`config.mk`:
```
export PLATFORM = sky130hd
export DESIGN_NAME = bpu_btb_flat
export DESIGN_NICKNAME = d
export VERILOG_FILES = /design/src/rtl/bpu_pkg.sv /design/src/rtl/bpu_btb_if.sv /design/src/rtl/bpu_ras.sv /design/src/rtl/bpu_btb.sv /design/src/flat_wrapper.sv
export SDC_FILE = /design/constraint.sdc
export NUM_CORES = 1
export LEC_CHECK = 0
export ABC_AREA = 0
export ABC_CLOCK_PERIOD_IN_PS = 4400
export BUFFER_PORTS_ARGS = -buffer_cell sky130_fd_sc_hd__buf_2
export CORE_UTILIZATION = 55
export DETAILED_ROUTE_END_ITERATION = 16
export GPL_TIMING_DRIVEN = 1
export PLACE_DENSITY = 0.72
export RECOVER_POWER = 50
export SYNTH_ARGS = -nofsm -noshare
export SYNTH_HDL_FRONTEND = slang
export SYNTH_HIERARCHICAL = 1
export SYNTH_SLANG_ARGS = --single-unit
```
`constraint.sdc`:
```
create_clock -name clk -period 4.4 [get_ports clk]
set_input_delay 0 -clock clk [delete_from_list [all_inputs] [get_ports clk]]
set_output_delay 0 -clock clk [all_outputs]
set_load 0.03 [all_outputs]
```
`src/rtl/bpu_pkg.sv`:
```
// Shared types for the branch prediction unit: branch kinds, BTB entry layout
// and counter helpers.
package bpu_pkg;

  localparam int unsigned BPU_XLEN  = 32;
  localparam int unsigned BPU_TAG_W = 8;
  localparam int unsigned BPU_CNT_W = 2;

  typedef enum logic [1:0] {
    BK_COND = 2'd0,
    BK_JAL  = 2'd1,
    BK_CALL = 2'd2,
    BK_RET  = 2'd3
  } br_kind_e;

  typedef struct packed {
    logic                 valid;
    logic [BPU_TAG_W-1:0] tag;
    logic [BPU_XLEN-1:0]  target;
    br_kind_e             kind;
    logic [BPU_CNT_W-1:0] cnt;
  } btb_entry_t;

  // Counter value written on allocation: weakly taken.
  localparam logic [BPU_CNT_W-1:0] BPU_CNT_RST = BPU_CNT_W'(1 << (BPU_CNT_W - 1));

  function automatic int unsigned cnt_weak(input int unsigned w);
    return 32'd1 << (w - 1);
  endfunction

endpackage

```
`src/rtl/bpu_btb_if.sv`:
```
// Fetch-side lookup and execute-side update signals of the branch predictor.
interface bpu_btb_if #(
  parameter int unsigned XLEN = 32
) ();
  logic            if_valid_i;
  logic [XLEN-1:0] if_pc_i;
  logic            pred_hit_o;
  logic            pred_taken_o;
  logic [XLEN-1:0] pred_target_o;
  logic            upd_valid_i;
  logic [XLEN-1:0] upd_pc_i;
  logic            upd_taken_i;
  logic [XLEN-1:0] upd_target_i;
  logic [1:0]      upd_kind_i;
  logic            upd_mispredict_i;

  modport master (
    output if_valid_i, if_pc_i,
    output upd_valid_i, upd_pc_i, upd_taken_i, upd_target_i, upd_kind_i, upd_mispredict_i,
    input  pred_hit_o, pred_taken_o, pred_target_o
  );

  modport slave (
    input  if_valid_i, if_pc_i,
    input  upd_valid_i, upd_pc_i, upd_taken_i, upd_target_i, upd_kind_i, upd_mispredict_i,
    output pred_hit_o, pred_taken_o, pred_target_o
  );
endinterface

```
`src/rtl/bpu_ras.sv`:
```
// Circular return address stack; when full, a push overwrites the oldest entry.
module bpu_ras #(
  parameter int unsigned XLEN  = 32,
  parameter int unsigned DEPTH = 4
) (
  input  logic            clk,
  input  logic            rst_n,
  input  logic            push,
  input  logic [XLEN-1:0] push_data,
  input  logic            pop,
  input  logic            flush,
  output logic [XLEN-1:0] top,
  output logic            nz
);
  localparam int unsigned PTR_W = (DEPTH > 1) ? $clog2(DEPTH) : 1;
  localparam int unsigned CW    = $clog2(DEPTH + 1);

  logic [XLEN-1:0]  stk [DEPTH];
  logic [PTR_W-1:0] ptr_q;
  logic [CW-1:0]    cnt_q;
  logic [PTR_W-1:0] ptr_inc;
  logic [PTR_W-1:0] ptr_dec;

  // ptr_q points at the next free slot; the top of stack sits one below it.
  assign ptr_inc = (ptr_q == PTR_W'(DEPTH - 1)) ? '0 : ptr_q + 1'b1;
  assign ptr_dec = (ptr_q == '0) ? PTR_W'(DEPTH - 1) : ptr_q - 1'b1;
  assign top     = stk[ptr_dec];
  assign nz      = (cnt_q != '0);

  always_ff @(posedge clk) begin
    if (!rst_n) begin
      ptr_q <= '0;
      cnt_q <= '0;
    end else if (flush) begin
      cnt_q <= '0;
    end else if (push) begin
      stk[ptr_q] <= push_data;
      ptr_q      <= ptr_inc;
      if (cnt_q != CW'(DEPTH)) cnt_q <= cnt_q + 1'b1;
    end else if (pop) begin
      ptr_q <= ptr_dec;
      cnt_q <= cnt_q - 1'b1;
    end
  end
endmodule

```
`src/rtl/bpu_btb.sv`:
```
// Tagged direct-mapped BTB with saturating direction counters.
// Optional return address stack enabled by defining BPU_RAS_EN.
module bpu_btb
  import bpu_pkg::*;
#(
  parameter int unsigned XLEN      = BPU_XLEN,
  parameter int unsigned ENTRIES   = 16,
  parameter int unsigned TAG_W     = BPU_TAG_W,
  parameter int unsigned CNT_W     = BPU_CNT_W,
  parameter int unsigned RAS_DEPTH = 4
) (
  input logic       clk,
  input logic       rst_n,
  bpu_btb_if.slave  bus
);
  localparam int unsigned IDX_W  = $clog2(ENTRIES);
  localparam int unsigned TAG_LO = IDX_W + 2;
  localparam logic [CNT_W-1:0] CNT_WEAK = CNT_W'(cnt_weak(CNT_W));
  localparam logic [CNT_W-1:0] CNT_MAX  = '1;

  logic             v_q      [ENTRIES];
  logic [TAG_W-1:0] tag_q    [ENTRIES];
  logic [XLEN-1:0]  target_q [ENTRIES];
  br_kind_e         kind_q   [ENTRIES];
  logic [CNT_W-1:0] cnt_q    [ENTRIES];

  logic [IDX_W-1:0] f_idx, u_idx;
  logic [TAG_W-1:0] f_tag, u_tag;
  logic             f_hit, u_hit;
  br_kind_e         f_kind, u_kind;
  logic [XLEN-1:0]  f_pc4, f_target;
  logic             f_taken;

  assign f_idx  = bus.if_pc_i[TAG_LO-1:2];
  assign f_tag  = bus.if_pc_i[TAG_LO+TAG_W-1:TAG_LO];
  assign u_idx  = bus.upd_pc_i[TAG_LO-1:2];
  assign u_tag  = bus.upd_pc_i[TAG_LO+TAG_W-1:TAG_LO];
  assign u_kind = br_kind_e'(bus.upd_kind_i);
  assign f_pc4  = bus.if_pc_i + XLEN'(4);

  assign f_hit   = bus.if_valid_i && v_q[f_idx] && (tag_q[f_idx] == f_tag);
  assign f_kind  = kind_q[f_idx];
  assign f_taken = f_hit && ((f_kind != BK_COND) || cnt_q[f_idx][CNT_W-1]);
  assign u_hit   = v_q[u_idx] && (tag_q[u_idx] == u_tag);

  logic unused_pc;
  assign unused_pc = ^{bus.if_pc_i, bus.upd_pc_i};

`ifdef BPU_RAS_EN
  logic            ras_push, ras_pop, ras_nz;
  logic [XLEN-1:0] ras_top;

  assign ras_push = f_hit && (f_kind == BK_CALL);
  assign ras_pop  = f_hit && (f_kind == BK_RET) && ras_nz;
  assign f_target = ras_pop ? ras_top : target_q[f_idx];

  bpu_ras #(
    .XLEN  (XLEN),
    .DEPTH (RAS_DEPTH)
  ) u_ras (
    .clk       (clk),
    .rst_n     (rst_n),
    .push      (ras_push),
    .push_data (f_pc4),
    .pop       (ras_pop),
    .flush     (bus.upd_mispredict_i),
    .top       (ras_top),
    .nz        (ras_nz)
  );
`else
  logic        unused_mispredict;
  logic [31:0] unused_ras_depth;
  assign f_target          = target_q[f_idx];
  assign unused_mispredict = bus.upd_mispredict_i;
  assign unused_ras_depth  = RAS_DEPTH;
`endif

  assign bus.pred_hit_o    = f_hit;
  assign bus.pred_taken_o  = f_taken;
  assign bus.pred_target_o = f_taken ? f_target : f_pc4;

  // Lookup reads the arrays directly, so a same-cycle update is not bypassed.
  always_ff @(posedge clk) begin
    if (!rst_n) begin
      for (int unsigned i = 0; i < ENTRIES; i++) begin
        v_q[i]   <= 1'b0;
        cnt_q[i] <= '0;
      end
    end else if (bus.upd_valid_i) begin
      if (u_hit) begin
        if (bus.upd_taken_i) begin
          if (cnt_q[u_idx] != CNT_MAX) cnt_q[u_idx] <= cnt_q[u_idx] + 1'b1;
          target_q[u_idx] <= bus.upd_target_i;
          kind_q[u_idx]   <= u_kind;
        end else if (cnt_q[u_idx] != '0) begin
          cnt_q[u_idx] <= cnt_q[u_idx] - 1'b1;
        end
      end else if (bus.upd_taken_i) begin
        v_q[u_idx]      <= 1'b1;
        tag_q[u_idx]    <= u_tag;
        target_q[u_idx] <= bus.upd_target_i;
        kind_q[u_idx]   <= u_kind;
        cnt_q[u_idx]    <= CNT_WEAK;
      end
    end
  end
endmodule
```
`src/flat_wrapper.sv`:
```
// flat-port wrapper written by rule: the top's interface ports become plain ports
module bpu_btb_flat import bpu_pkg::*;
#(
  parameter int unsigned XLEN      = BPU_XLEN,
  parameter int unsigned ENTRIES   = 16,
  parameter int unsigned TAG_W     = BPU_TAG_W,
  parameter int unsigned CNT_W     = BPU_CNT_W,
  parameter int unsigned RAS_DEPTH = 4
)
  (clk, rst_n, bus_if_valid_i, bus_if_pc_i, bus_upd_valid_i, bus_upd_pc_i, bus_upd_taken_i, bus_upd_target_i, bus_upd_kind_i, bus_upd_mispredict_i, bus_pred_hit_o, bus_pred_taken_o, bus_pred_target_o);
  bpu_btb_if #(.XLEN(XLEN)) bus_i ();
  input logic clk;
  input logic rst_n;
  input wire logic [$bits(bus_i.if_valid_i)-1:0] bus_if_valid_i;
  input wire logic [$bits(bus_i.if_pc_i)-1:0] bus_if_pc_i;
  input wire logic [$bits(bus_i.upd_valid_i)-1:0] bus_upd_valid_i;
  input wire logic [$bits(bus_i.upd_pc_i)-1:0] bus_upd_pc_i;
  input wire logic [$bits(bus_i.upd_taken_i)-1:0] bus_upd_taken_i;
  input wire logic [$bits(bus_i.upd_target_i)-1:0] bus_upd_target_i;
  input wire logic [$bits(bus_i.upd_kind_i)-1:0] bus_upd_kind_i;
  input wire logic [$bits(bus_i.upd_mispredict_i)-1:0] bus_upd_mispredict_i;
  output wire logic [$bits(bus_i.pred_hit_o)-1:0] bus_pred_hit_o;
  output wire logic [$bits(bus_i.pred_taken_o)-1:0] bus_pred_taken_o;
  output wire logic [$bits(bus_i.pred_target_o)-1:0] bus_pred_target_o;
  assign bus_i.if_valid_i = bus_if_valid_i;
  assign bus_i.if_pc_i = bus_if_pc_i;
  assign bus_i.upd_valid_i = bus_upd_valid_i;
  assign bus_i.upd_pc_i = bus_upd_pc_i;
  assign bus_i.upd_taken_i = bus_upd_taken_i;
  assign bus_i.upd_target_i = bus_upd_target_i;
  assign bus_i.upd_kind_i = bus_upd_kind_i;
  assign bus_i.upd_mispredict_i = bus_upd_mispredict_i;
  assign bus_pred_hit_o = bus_i.pred_hit_o;
  assign bus_pred_taken_o = bus_i.pred_taken_o;
  assign bus_pred_target_o = bus_i.pred_target_o;
  bpu_btb #(.XLEN(XLEN), .ENTRIES(ENTRIES), .TAG_W(TAG_W), .CNT_W(CNT_W), .RAS_DEPTH(RAS_DEPTH)) u_core (.clk(clk), .rst_n(rst_n), .bus(bus_i));
endmodule
```
==> results.md <==
* Syn avg cell area at 20.27 um^2
* CP max stage delay at 0.57 ns
* Initial Util at 56.12%
* Port bufs at 116
* Hold Path Origin: bus_upd_pc_i[4]
* Post-CTS sizing at 0
* Post-Synth Simple-Gate Area at 3.674%
* Post-synth EDFFs at 704
* Adder-Cell Fraction of Synth Area at 0.04110%
* Post-synthesis xor/xnor area fraction at 1.295%
* Placed Area at 0.03204 mm^2
* Setup TNS Final at 0 ns
* Post-DP HPWL at 40,540 um
* Hold violation total from the final report at 0
* Compound-Gate Fraction of Synth Area at 2.055%
* Unrepaired setup endpoints after global routing: no
* Largest family of logic cells by synthesized area: multiplexers
* Worst-path maximum fanout at 33
* Min cycle time layout at 3.871 ns
* Nets@finish at 1,816
* Post-synthesis mux area share at 20.72%
* Worst setup SP type: flop
* Slowest cell on crit path: or4_4
* Netlist cell types at 61
* Layout cells sized above 1 at 28.77%
* Vias at 16,098
* Area leader, netlist: edfxtp_1
* Max Freq at 258.3 MHz
* CTS Sinks at 720
* Req. time, crit path at 4.40 ns
* Setup-failing EPs final at 0
* Final WS setup at 0.5290 ns
* Max Cap Viol at 2
* Register area share after synthesis at 70.50%
* Worst R2R Path Depth at 8
* Clk buf depth at 3
* DP Worst Slack at 0.6211 ns
* First-pass GRT wire length at 104,800 um
* Clock-pin slew on the worst setup and hold paths at 0.06 ns
* Std cell rows at 85
* Post-synth top area share at 69.45%
* R2R Path End: u_core/cnt_q[2][1]
* Actual slew at the worst max-slew pin at 1.674 ns
* Die footprint at 0.05629 mm^2
* TritonCTS clock tree: built
* Root Buffer: clkbuf_16
* Core box area at 0.05424 mm^2
* WHS at 0.2021 ns
* Fillers at 3,679
* Synth Register Bits at 720
* Post-synthesis cell count at 1,502
* Worst hold stages at 4
* Most frequent CP cell: mux2i_1
* Most frequent cell after synthesis: edfxtp_1
* Peak supply drop at 0.0003265 V
* Clock Skews at 0.01602 ns
* Hold EP: u_core/cnt_q[12][0]
* CTS hold repair buffers at 45
* Violated checks: capacitance limit, slew limit
* Largest cells by area after synthesis: edfxtp_1, mux4_2, mux2i_1
* Crit end category: output pin
* Largest net degree at the start of global routing at 111
* Final instance area at 0.03474 mm^2
* Clock latency at the later pin of the worst-skew pair at 0.61 ns
* Max-slew violation count at 54
* Io pins at 138
* Area growth syn-to-layout at 14.11%
* Die width at 237.3 um
* Final Wtd Congestion at 0.8642
* Initial antenna violation count at 2
* Ys Warns at 6
* Leak Pwr at 11.31 nW
* Flop2flop setup slack at 0.61 ns
* CP Data Arrival Time at 3.87 ns
* Vias in the first global route at 16,392
* Reg-to-reg critical path startpoint: u_core/tag_q[1][7]
* Asr flop ratio synth at 0%
* Wirelength, routed at 70,740 um
* Hold Crit Class: input port to flop
* Vias per inst at 6.531
* Antenna viol nets, final at 0
* Synth top cells by count: edfxtp_1, mux4_2, nand2_1
* Status: finished with violations
* TritonRoute pass-1 iters at 7
* Cell Area, Synth at 0.03044 mm^2
* Drt initial violations at 1,673
* Tcrit/Tclk final at 87.98%
* Setup Fix Bufs, Post-CTS at 0
* CP Cell Sequence: mux4_1, mux2i_1, mux2i_1, xor2_1, or4_4, nor4b_4, buf_12, mux2_1, buf_2
* Routed WL per cell at 28.70 um
* Syn_nets at 1,607
* Pwr dens at 417.0 mW/mm^2
* Die Y at 237.3 um
* H-tree levels at 3
* Slew headroom at -11.62%
* Top_reg_cell synth: edfxtp_1
* Inserted Clock Buffers at 73
* WS Path Type: flop to output pin
* Drt drc at 0
* Final Util at 64.04%
* Final global-route overflow total at 0
* Tot GR Track Use at 25.85%
* Antenna diode count at 0
[placed cells by master, fill, tap and decap left out, types with 12 or more instances in the layout]
| cell type | netlist | layout |
|---|---|---|
| a31oi_1 | 14 | 14 |
| clkbuf_16 | 0 | 75 |
| clkinv_1 | 0 | 14 |
| nor2_1 | 38 | 35 |
| buf_4 | 4 | 60 |
| edfxtp_1 | 704 | 704 |
| mux4_2 | 226 | 226 |
| dlygate4sd3_1 | 0 | 45 |
| mux2_4 | 20 | 20 |
| xor2_1 | 18 | 18 |
| buf_2 | 21 | 69 |
| clkinv_2 | 0 | 13 |
| mux4_1 | 14 | 14 |
| o21ai_0 | 14 | 14 |
| dfxtp_1 | 16 | 16 |
| mux2i_1 | 39 | 39 |
| and3_1 | 12 | 12 |
| o41ai_1 | 12 | 12 |
| nor3_1 | 33 | 33 |
| clkbuf_1 | 38 | 63 |
| nand2_1 | 85 | 85 |
| nand3_1 | 12 | 12 |
| xnor2_1 | 27 | 27 |
[state kept, by name, indices dropped and copies added, names as in the netlist]
signal           flops
u_core/target_q    512
u_core/tag_q       128
u_core/cnt_q        32
u_core/kind_q       32
u_core/v_q          16
[cell families after synthesis]
logic type,after synthesis
simple gates,228
flops,720
mux,313
compound gates,86
xor+xnor,45
buf+inv,109
fa+ha+maj,1
[area by class of cell]
| class | instances | area, um^2 | share of cell area, % |
|---|---|---|---|
| multi-input combinational | 673 | 8479 | 24.41 |
| sequential | 720 | 21460 | 61.78 |
| clock buffer | 94 | 1948 | 5.608 |
| inverter | 17 | 63.81 | 0.1837 |
| tap | 696 | 870.8 | 2.507 |
| clock inverter | 39 | 356.6 | 1.027 |
| timing repair buffer | 226 | 1558 | 4.484 |
[power by group]
group          internal [mW]  switching, mW
clock                   3.44           2.52
sequential              7.58         0.0207
combinational          0.398          0.517
[stage by stage]
step | instances | power [mW]
floorplan | 1502 | 8.315
global placement | 2287 | 8.609
detailed placement | 2287 | 8.631
CTS | 2465 | 14.59
global route | 2465 | 14.91
finish | 2465 | 14.48
[worst max path at each step]
stage	startpoint	end	slack [ns]
6_report	u_core/tag_q[10][7]	bus_pred_target_o[30]	0.53
3_5_place_dp	bus_upd_pc_i[2]	u_core/cnt_q[2][1]	0.62
4_1_cts	u_core/tag_q[10][7]	bus_pred_target_o[30]	0.47
5_1_grt	u_core/tag_q[10][7]	bus_pred_target_o[30]	0.41
3_3_place_gp	bus_upd_pc_i[2]	u_core/cnt_q[1][1]	0.71
2_1_floorplan	bus_upd_pc_i[5]	u_core/kind_q[14][0]	1.08
[metal layers]
layer  global-route usage (%)  vias up  part of all wire [%]
met5                        0        -                 0.018
met1                    36.19     8463                    40
met2                    41.75      792                    49
met4                    7.527        2                   2.5
li1                         -     6719                     -
met3                    5.145      122                   8.5
[worst max-delay path, delay by kind of cell, from the launching register on]
| kind | cells | cell delay (ns) |
|---|---|---|
| simple gates | 2 | 0.91 |
| mux | 4 | 1.20 |
| buf+inv | 2 | 0.50 |
| flops | 1 | 0.38 |
| xor+xnor | 1 | 0.23 |
Power figures use the tool's default switching activity.
